File: src/rtl/if_stage.sv
// Instruction-fetch stage: owns the program counter and the IF/ID pipeline register.
// Priority on every edge is reset, then redirect, then stall, then advance.
module if_stage #(
  parameter int          ADDR_W   = 16,
  parameter int unsigned RESET_PC = 0
) (
  input  logic              clk,
  input  logic              rst,
  input  logic              stall,
  input  logic              redirect_en,
  input  logic [ADDR_W-1:0] redirect_pc,
  output logic [ADDR_W-1:0] imem_addr,
  input  logic [31:0]       imem_data,
  output logic [31:0]       if_id_inst,
  output logic [31:0]       if_id_pc_plus1,
  output logic              if_id_valid,
  output logic [31:0]       fetch_count
);

  logic [ADDR_W-1:0] r_pc;
  logic [31:0]       r_inst;
  logic [31:0]       r_pc_plus1;
  logic              r_valid;
  logic [31:0]       r_fetch_count;

  logic [ADDR_W-1:0] w_pc_plus1;
  logic [31:0]       w_fetch_count_next;

  // PC+1 wraps naturally at 2^ADDR_W because it is kept at ADDR_W bits.
  assign w_pc_plus1         = r_pc + ADDR_W'(1);
  assign w_fetch_count_next = (r_fetch_count == 32'hFFFF_FFFF) ? r_fetch_count
                                                               : r_fetch_count + 32'd1;

  always_ff @(posedge clk) begin
    if (rst) begin
      r_pc          <= ADDR_W'(RESET_PC);
      r_inst        <= '0;
      r_pc_plus1    <= '0;
      r_valid       <= 1'b0;
      r_fetch_count <= '0;
    end else if (redirect_en) begin
      // Squash the wrong-path word; the target is fetched on the next edge.
      r_pc       <= redirect_pc;
      r_inst     <= '0;
      r_pc_plus1 <= '0;
      r_valid    <= 1'b0;
    end else if (!stall) begin
      r_pc          <= w_pc_plus1;
      r_inst        <= imem_data;
      r_pc_plus1    <= 32'(w_pc_plus1);
      r_valid       <= 1'b1;
      r_fetch_count <= w_fetch_count_next;
    end
  end

  assign imem_addr      = r_pc;
  assign if_id_inst     = r_inst;
  assign if_id_pc_plus1 = r_pc_plus1;
  assign if_id_valid    = r_valid;
  assign fetch_count    = r_fetch_count;

endmodule

File: config.mk
export PLATFORM = sky130hd
export DESIGN_NAME = if_stage
export DESIGN_NICKNAME = d
export VERILOG_FILES = /design/src/rtl/if_stage.sv
export SDC_FILE = /design/constraint.sdc
export NUM_CORES = 1
export LEC_CHECK = 0
export CAP_MARGIN = 40
export CORE_MARGIN = 4
export CORE_UTILIZATION = 55
export CTS_CLUSTER_DIAMETER = 80
export DETAILED_ROUTE_END_ITERATION = 8
export DONT_BUFFER_PORTS = 1
export GPL_ROUTABILITY_DRIVEN = 0
export GPL_TIMING_DRIVEN = 0
export HOLD_SLACK_MARGIN = 0.08
export PLACE_DENSITY = 0.67
export SLEW_MARGIN = 10
export SYNTH_ARGS = -nofsm -noshare
export SYNTH_HDL_FRONTEND = slang
export SYNTH_SLANG_ARGS = --single-unit
File: constraint.sdc
create_clock -name clk -period 5.8 [get_ports clk]
set_input_delay 1.16 -clock clk [delete_from_list [all_inputs] [get_ports clk]]
set_output_delay 1.16 -clock clk [all_outputs]
set_load 0.1 [all_outputs]
==> flow_summary.ini, run 1 <==
[run_status]
outcome = finished clean

[logic_synthesis]
yosysWarnings = 0
syn_area_mm2 = 0.004512
avgSynthCellArea_um2 = 8.812
ys_seq_area_frac = 0.4304
synth_cell_types = 45
synth_edf_count = 0
async_flop_share = 0
ys_ff_latch = 97
ys.flop_type = dfxtp_1
netlist_instances = 512

[pwr]
powerDensity_mw_per_mm2 = 227.9
power_frac_clock = 0.295
vdd_drop_max_mv = 0.1614
switching_power_mw = 0.5397
power.leakage_nw = 2.613
p_int_mw = 0.9500
seqPwrFrac = 0.478
p_total_mw = 1.490
power_frac_comb = 0.227
sw_frac_of_total = 0.3623

[timing]
fmax_ghz = 0.3890
rsz0062_at_grt = false
drv_slew = 0
finalCritPeriodShare = 0.4432
tns_ns = 0
period_needed_ns = 2.570
setup_viol = 0
worst_pin_slew_ns = 0.7587
hold_viol_final = 0
timing.slew.headroom = 0.4942
finClkSkew_ns = 0.01395
holdWs_ns = 0.5074

[setup_path]
endpoint_kind = flop
cp-start-kind = input port
crit_family = buffers and inverters
crit_required_ns = 6.05
path_class = input port to flop
path_buf_inv = 3
path_cells = buf_2, buf_1, clkbuf_1, mux2i_1, nor2_1
cp.arrival_ns = 2.82
crit_fanout = 10
cpPeakStageDelay_ns = 0.64
crit_slowest_cell = clkbuf_1

[layout]
multiInputGateArea_mm2 = 0.002346
fillers = 447
drive_gt1_frac = 0.2313
layout.nets = 689
area_growth_syn_to_layout_pct = 44.87
regArea_mm2 = 0.001942
fin_util = 0.8329
diodes = 0
fin_cells = 742

[die]
die-area_mm2 = 0.009716
dieHeight_um = 98.57
start_util = 0.5749
dieWidth_um = 98.57
rows = 32
io_pins = 165
core_area_mm2 = 0.007848

[flow_run]
max_cap_violations = 0

[clock_tree]
cts_resized = 0
clk_pin_slew_ns = 0.11
ctsHoldBuffers = 0
cts_buffers = 9
cts_max_path_buffers = 2
tritoncts = yes
clock_latency_ns = 0.37
post_cts_buffers = 0
htreeDepth = 3
root_buffer = clkbuf_8
cts_sinks = 97

[grt]
grt_max_degree = 20
grt_pass1_wl_um = 22090
grt_antenna_before_repair = 0
grt_overflow = 0
globalRouteTotalUtil = 0.2782
grt_pass1_vias = 4496

[routing]
wl_per_cell_um = 18.55
routed_wl_um = 13770
dr.pass1.iters = 5
drc = 0
drtIter0Drc = 182
dr_total_vias = 4249
viasPerCell = 5.726
antenna_left = 0

[placement]
place_hpwl_um = 10590
io_buffers = 0
placed_cells = 726

[min_path]
min_path_type = flop to flop
[path summary, 6_finish.rpt]
path | cells after the start | start | to | slack (ns)
worst min-delay path | 1 | if_id_valid | if_id_valid | 0.51
worst min register to register | 1 | if_id_valid | if_id_valid | 0.51
worst max-delay path | 5 | stall | if_id_inst[27] | 3.23
worst max register to register | 6 | fetch_count[21] | fetch_count[3] | 3.45
[worst reg2reg max path, cell delays in order (launching register included)]
cell and delay [ns]:
dfxtp_1 0.58, nand4_1 0.29, nor4_2 0.47, a21o_1 0.35, buf_2 0.31, o21ai_0 0.13
a21oi_1 0.16
[final cells by class]
| class | instances | area share |
|---|---|---|
| timing repair buffer | 97 | 0.2515 |
| multi-input combinational | 373 | 0.3589 |
| tap | 102 | 0.01953 |
| sequential | 97 | 0.2971 |
| clock buffer | 9 | 0.01895 |
| clock inverter | 7 | 0.01110 |
| buffer | 45 | 0.03599 |
| inverter | 12 | 0.006891 |
[placed cells by master, fill, tap and decap left out, types with 2 or more instances in the layout]
cell type,netlist,layout
nand3_1,19,19
xnor2_1,24,24
nor4_1,4,4
and3_1,2,2
nand4_1,13,13
inv_1,11,11
clkbuf_1,21,21
nor2b_1,4,4
ha_1,2,2
nor4_2,2,2
o31ai_1,5,5
clkinv_4,0,2
o21a_1,4,4
nor2_1,86,86
buf_4,16,16
buf_2,5,5
buf_16,0,15
and4_1,3,3
a21o_1,4,4
clkbuf_8,0,9
a211oi_1,3,3
buf_8,0,82
nor4_4,2,2
inv_8,0,2
xor2_1,15,15
mux2i_1,43,43
nand2_1,20,20
conb_1,1,16
or4_1,5,5
or3_1,13,13
a211oi_2,2,2
dfxtp_1,97,97
buf_1,3,3
nor3_1,8,8
o21ai_0,20,20
a21oi_1,41,41
[registers in the layout, indices dropped and copies added (netlist names)]
name,cells
fetch_count,32
if_id_pc_plus1,16
imem_addr,16
if_id_inst,32
if_id_valid,1
[Yosys cell counts (8+ instances only)]
cell type  count  area [µm²]
xor2_1        15       131.4
clkbuf_1      21       78.83
nand2_1       20       75.07
nor2_1        86       322.8
a21oi_1       41       205.2
nor3_1         8       40.04
buf_4         16       120.1
nand4_1       13       81.33
xnor2_1       24       210.2
inv_1         11       41.29
mux2i_1       43       430.4
nand3_1       19       95.09
dfxtp_1       97        1942
or3_1         13       81.33
o21ai_0       20       100.1
[power by group through the flow]
stage          logic (mW)  registers (mW)  clock network, mW
6_report            0.337           0.713              0.440
5_1_grt             0.349           0.715              0.467
3_3_place_gp        0.131           0.855                  0
3_5_place_dp        0.336           0.727                  0
4_1_cts             0.337           0.712              0.442
2_1_floorplan       0.119           0.848                  0
[stage by stage]
stage | setup slack [ns] | instance area [µm²]
after detailed placement | 2.877 | 6340
after global routing | 3.159 | 6536
after floorplan | 3.028 | 4568
after global placement | 2.840 | 4696
after CTS | 3.271 | 6536
final | 3.230 | 6536
[kinds of logic (layout without fill, tap and decap cells)]
logic type | count (synthesis) | count (layout) | synth area share
simple gates | 189 | 189 | 0.2169
flops | 97 | 97 | 0.4304
compound gates | 83 | 83 | 0.1098
buf+inv | 57 | 170 | 0.06212
mux | 44 | 44 | 0.09872
xor+xnor | 39 | 39 | 0.07571
fa+ha+maj | 2 | 2 | 0.005545
other cells | 1 | 16 | 0.0008311
[per-layer routing]
metal / share of wire / global-route usage / vias up
met5: 0 / 0 / -
met4: 0.034 / 0.1345 / 0
met3: 0.071 / 0.05803 / 40
met2: 0.52 / 0.4904 / 184
met1: 0.38 / 0.3198 / 2034
li1: - / - / 1991
Note: power is estimated with default switching activity, not from simulation.
==> run 2, diff against run 1 <==
- PLACE_DENSITY: 0.67 -> 0.7
- clock period: 5.8 -> 2.2 ns (I/O delays scaled with it)
==> run 2 against run 1 <==
- largest power group unchanged
- die area unchanged
- global-route usage fell by 1.7 points
- clock skew fell by 0.0013 ns
- the run now ends with setup timing left
- sequential cell count stayed put
==> flow_summary.ini, run 2 (synthesis gave the netlist of run 1 again) <==
[run_status]
outcome = finished with violations
violations = setup timing

[pwr]
vdd_drop_max_mv = 0.4448
powerDensity_mw_per_mm2 = 617.8
power.leakage_nw = 2.485

[grt]
grt_max_degree = 18
grt_pass1_vias = 4034
grt_antenna_before_repair = 0
globalRouteTotalUtil = 0.2611
grt_pass1_wl_um = 20690
grt_overflow = 0

[clock_tree]
clock_latency_ns = 0.37
clk_pin_slew_ns = 0.11
root_buffer = clkbuf_8
cts_buffers = 9
cts_max_path_buffers = 2
htreeDepth = 3
cts_sinks = 97
tritoncts = yes
ctsHoldBuffers = 0

[setup_path]
cpPeakStageDelay_ns = 0.59
r2r_start = fetch_count[3]
endpoint_kind = flop
crit_slowest_cell = dfxtp_4
r2r-end = fetch_count[18]
cp.depth = 5
reg2regPathDepth = 5
cp.arrival_ns = 2.47
rrSetupSlack_ns = -0.01
crit_family = simple AND/OR/NAND/NOR gates
crit_fanout = 7
path_class = flop to flop
crit_required_ns = 2.45
path_buf_inv = 0
cp-start-kind = flop
path_cells = nand4_4, or4_4, a211oi_4, nand3_2, mux2_4

[min_path]
hp-start = imem_data[23]
hold-path-cell-count = 2
min_path_type = input port to flop
hold_path_end = if_id_inst[23]

[layout]
drive_gt1_frac = 0.2911
layout.nets = 664
fillers = 504
fin_util = 0.7991
regArea_mm2 = 0.002108
multiInputGateArea_mm2 = 0.002437
area_growth_syn_to_layout_pct = 38.99
final_area_mm2 = 0.006271
final_cell_mix = 86 x nor2_1, 52 x dfxtp_1, 48 x buf_8, 44 x dfxtp_4, 43 x mux2i_1
diodes = 0
final_common_cell = nor2_1

[timing]
setup_viol = 1
drv_slew = 0
worst_slack_ns = -0.01308
period_needed_ns = 2.213
worst_pin_slew_ns = 0.7008
finClkSkew_ns = 0.01263
timing.slew.headroom = 0.5328
fmax_ghz = 0.4519
finalCritPeriodShare = 1.006
rsz0062_at_grt = true
hold_viol_final = 0

[placement]
placed_cell_area_mm2 = 0.005628
place_hpwl_um = 9566
io_buffers = 0

[routing]
dr_total_vias = 4098
drtIter0Drc = 184
dr.pass1.iters = 5
routed_wl_um = 13330
antenna_left = 0
viasPerCell = 5.715
drc = 0
wl_per_cell_um = 18.59

[die]
core_area_mm2 = 0.007848
die-area_mm2 = 0.009716
dieWidth_um = 98.57
rows = 32
start_util = 0.5749
io_pins = 165
dieHeight_um = 98.57

[flow_run]
max_cap_violations = 0
[run 2: cell types whose count changed in the layout (fill, tap and decap cells not counted), moves of 4 or more]
cell       before  now
buf_2           5    1
clkbuf_16       0    4
dfxtp_4         0   44
buf_4          16   32
dfxtp_1        97   52
buf_8          82   48
buf_6           0    4
buf_16         15    7
[run 2: area by class of cell]
class	count	share of cell area
Buffer	45	0.04509
Timing Repair Buffer	71	0.1680
Tap cell	102	0.02035
Sequential cell	97	0.3362
Multi-Input combinational cell	374	0.3887
Clock inverter	5	0.006784
Clock buffer	11	0.02773
Inverter	12	0.007183
[run 2: layer usage]
layer | vias up | track usage | part of all wire
met4 | 0 | 0.07563 | 0.016
met1 | 1954 | 0.3204 | 0.39
met3 | 18 | 0.08209 | 0.10
li1 | 1955 | - | -
met2 | 171 | 0.4410 | 0.50
met5 | - | 0 | 0
[run 2: how the worst max path moves through the flow]
stage          slack [ns]       startpoint               to
4_1_cts             0.004   fetch_count[7]  fetch_count[18]
5_1_grt             -0.08   fetch_count[9]  fetch_count[30]
3_5_place_dp        -0.36  fetch_count[21]  fetch_count[21]
3_3_place_gp        -0.30  fetch_count[21]  fetch_count[17]
6_report            -0.01   fetch_count[3]  fetch_count[18]
2_1_floorplan       -0.14   fetch_count[7]  fetch_count[18]
[run 2: per-stage QoR]
step	setup WS (ns)	hold WS [ns]	setup TNS [ns]	instances	power [mW]
2_1_floorplan	-0.1361	0.5823	-0.1361	527	2.551
3_3_place_gp	-0.3027	0.5860	-6.058	629	2.602
3_5_place_dp	-0.3567	0.4999	-7.514	681	2.733
4_1_cts	0.004499	0.2194	0	702	3.884
5_1_grt	-0.07646	0.1946	-0.4996	717	4.032
6_report	-0.01308	0.2142	-0.01308	717	3.874
[run 2: where the power goes]
group	internal (mW)	switching, mW
Clock	0.561	0.655
Sequential	1.76	0.192
Combinational	0.202	0.501
[run 2: what timing repair did]
| item | in CTS | in global routing |
|---|---|---|
| setup endpoints to repair | 39 | 21 |
| pin swaps | 4 | 18 |
| gates cloned | 0 | 3 |
| setup buffers | 5 | 12 |
| resized for setup | 54 | 25 |
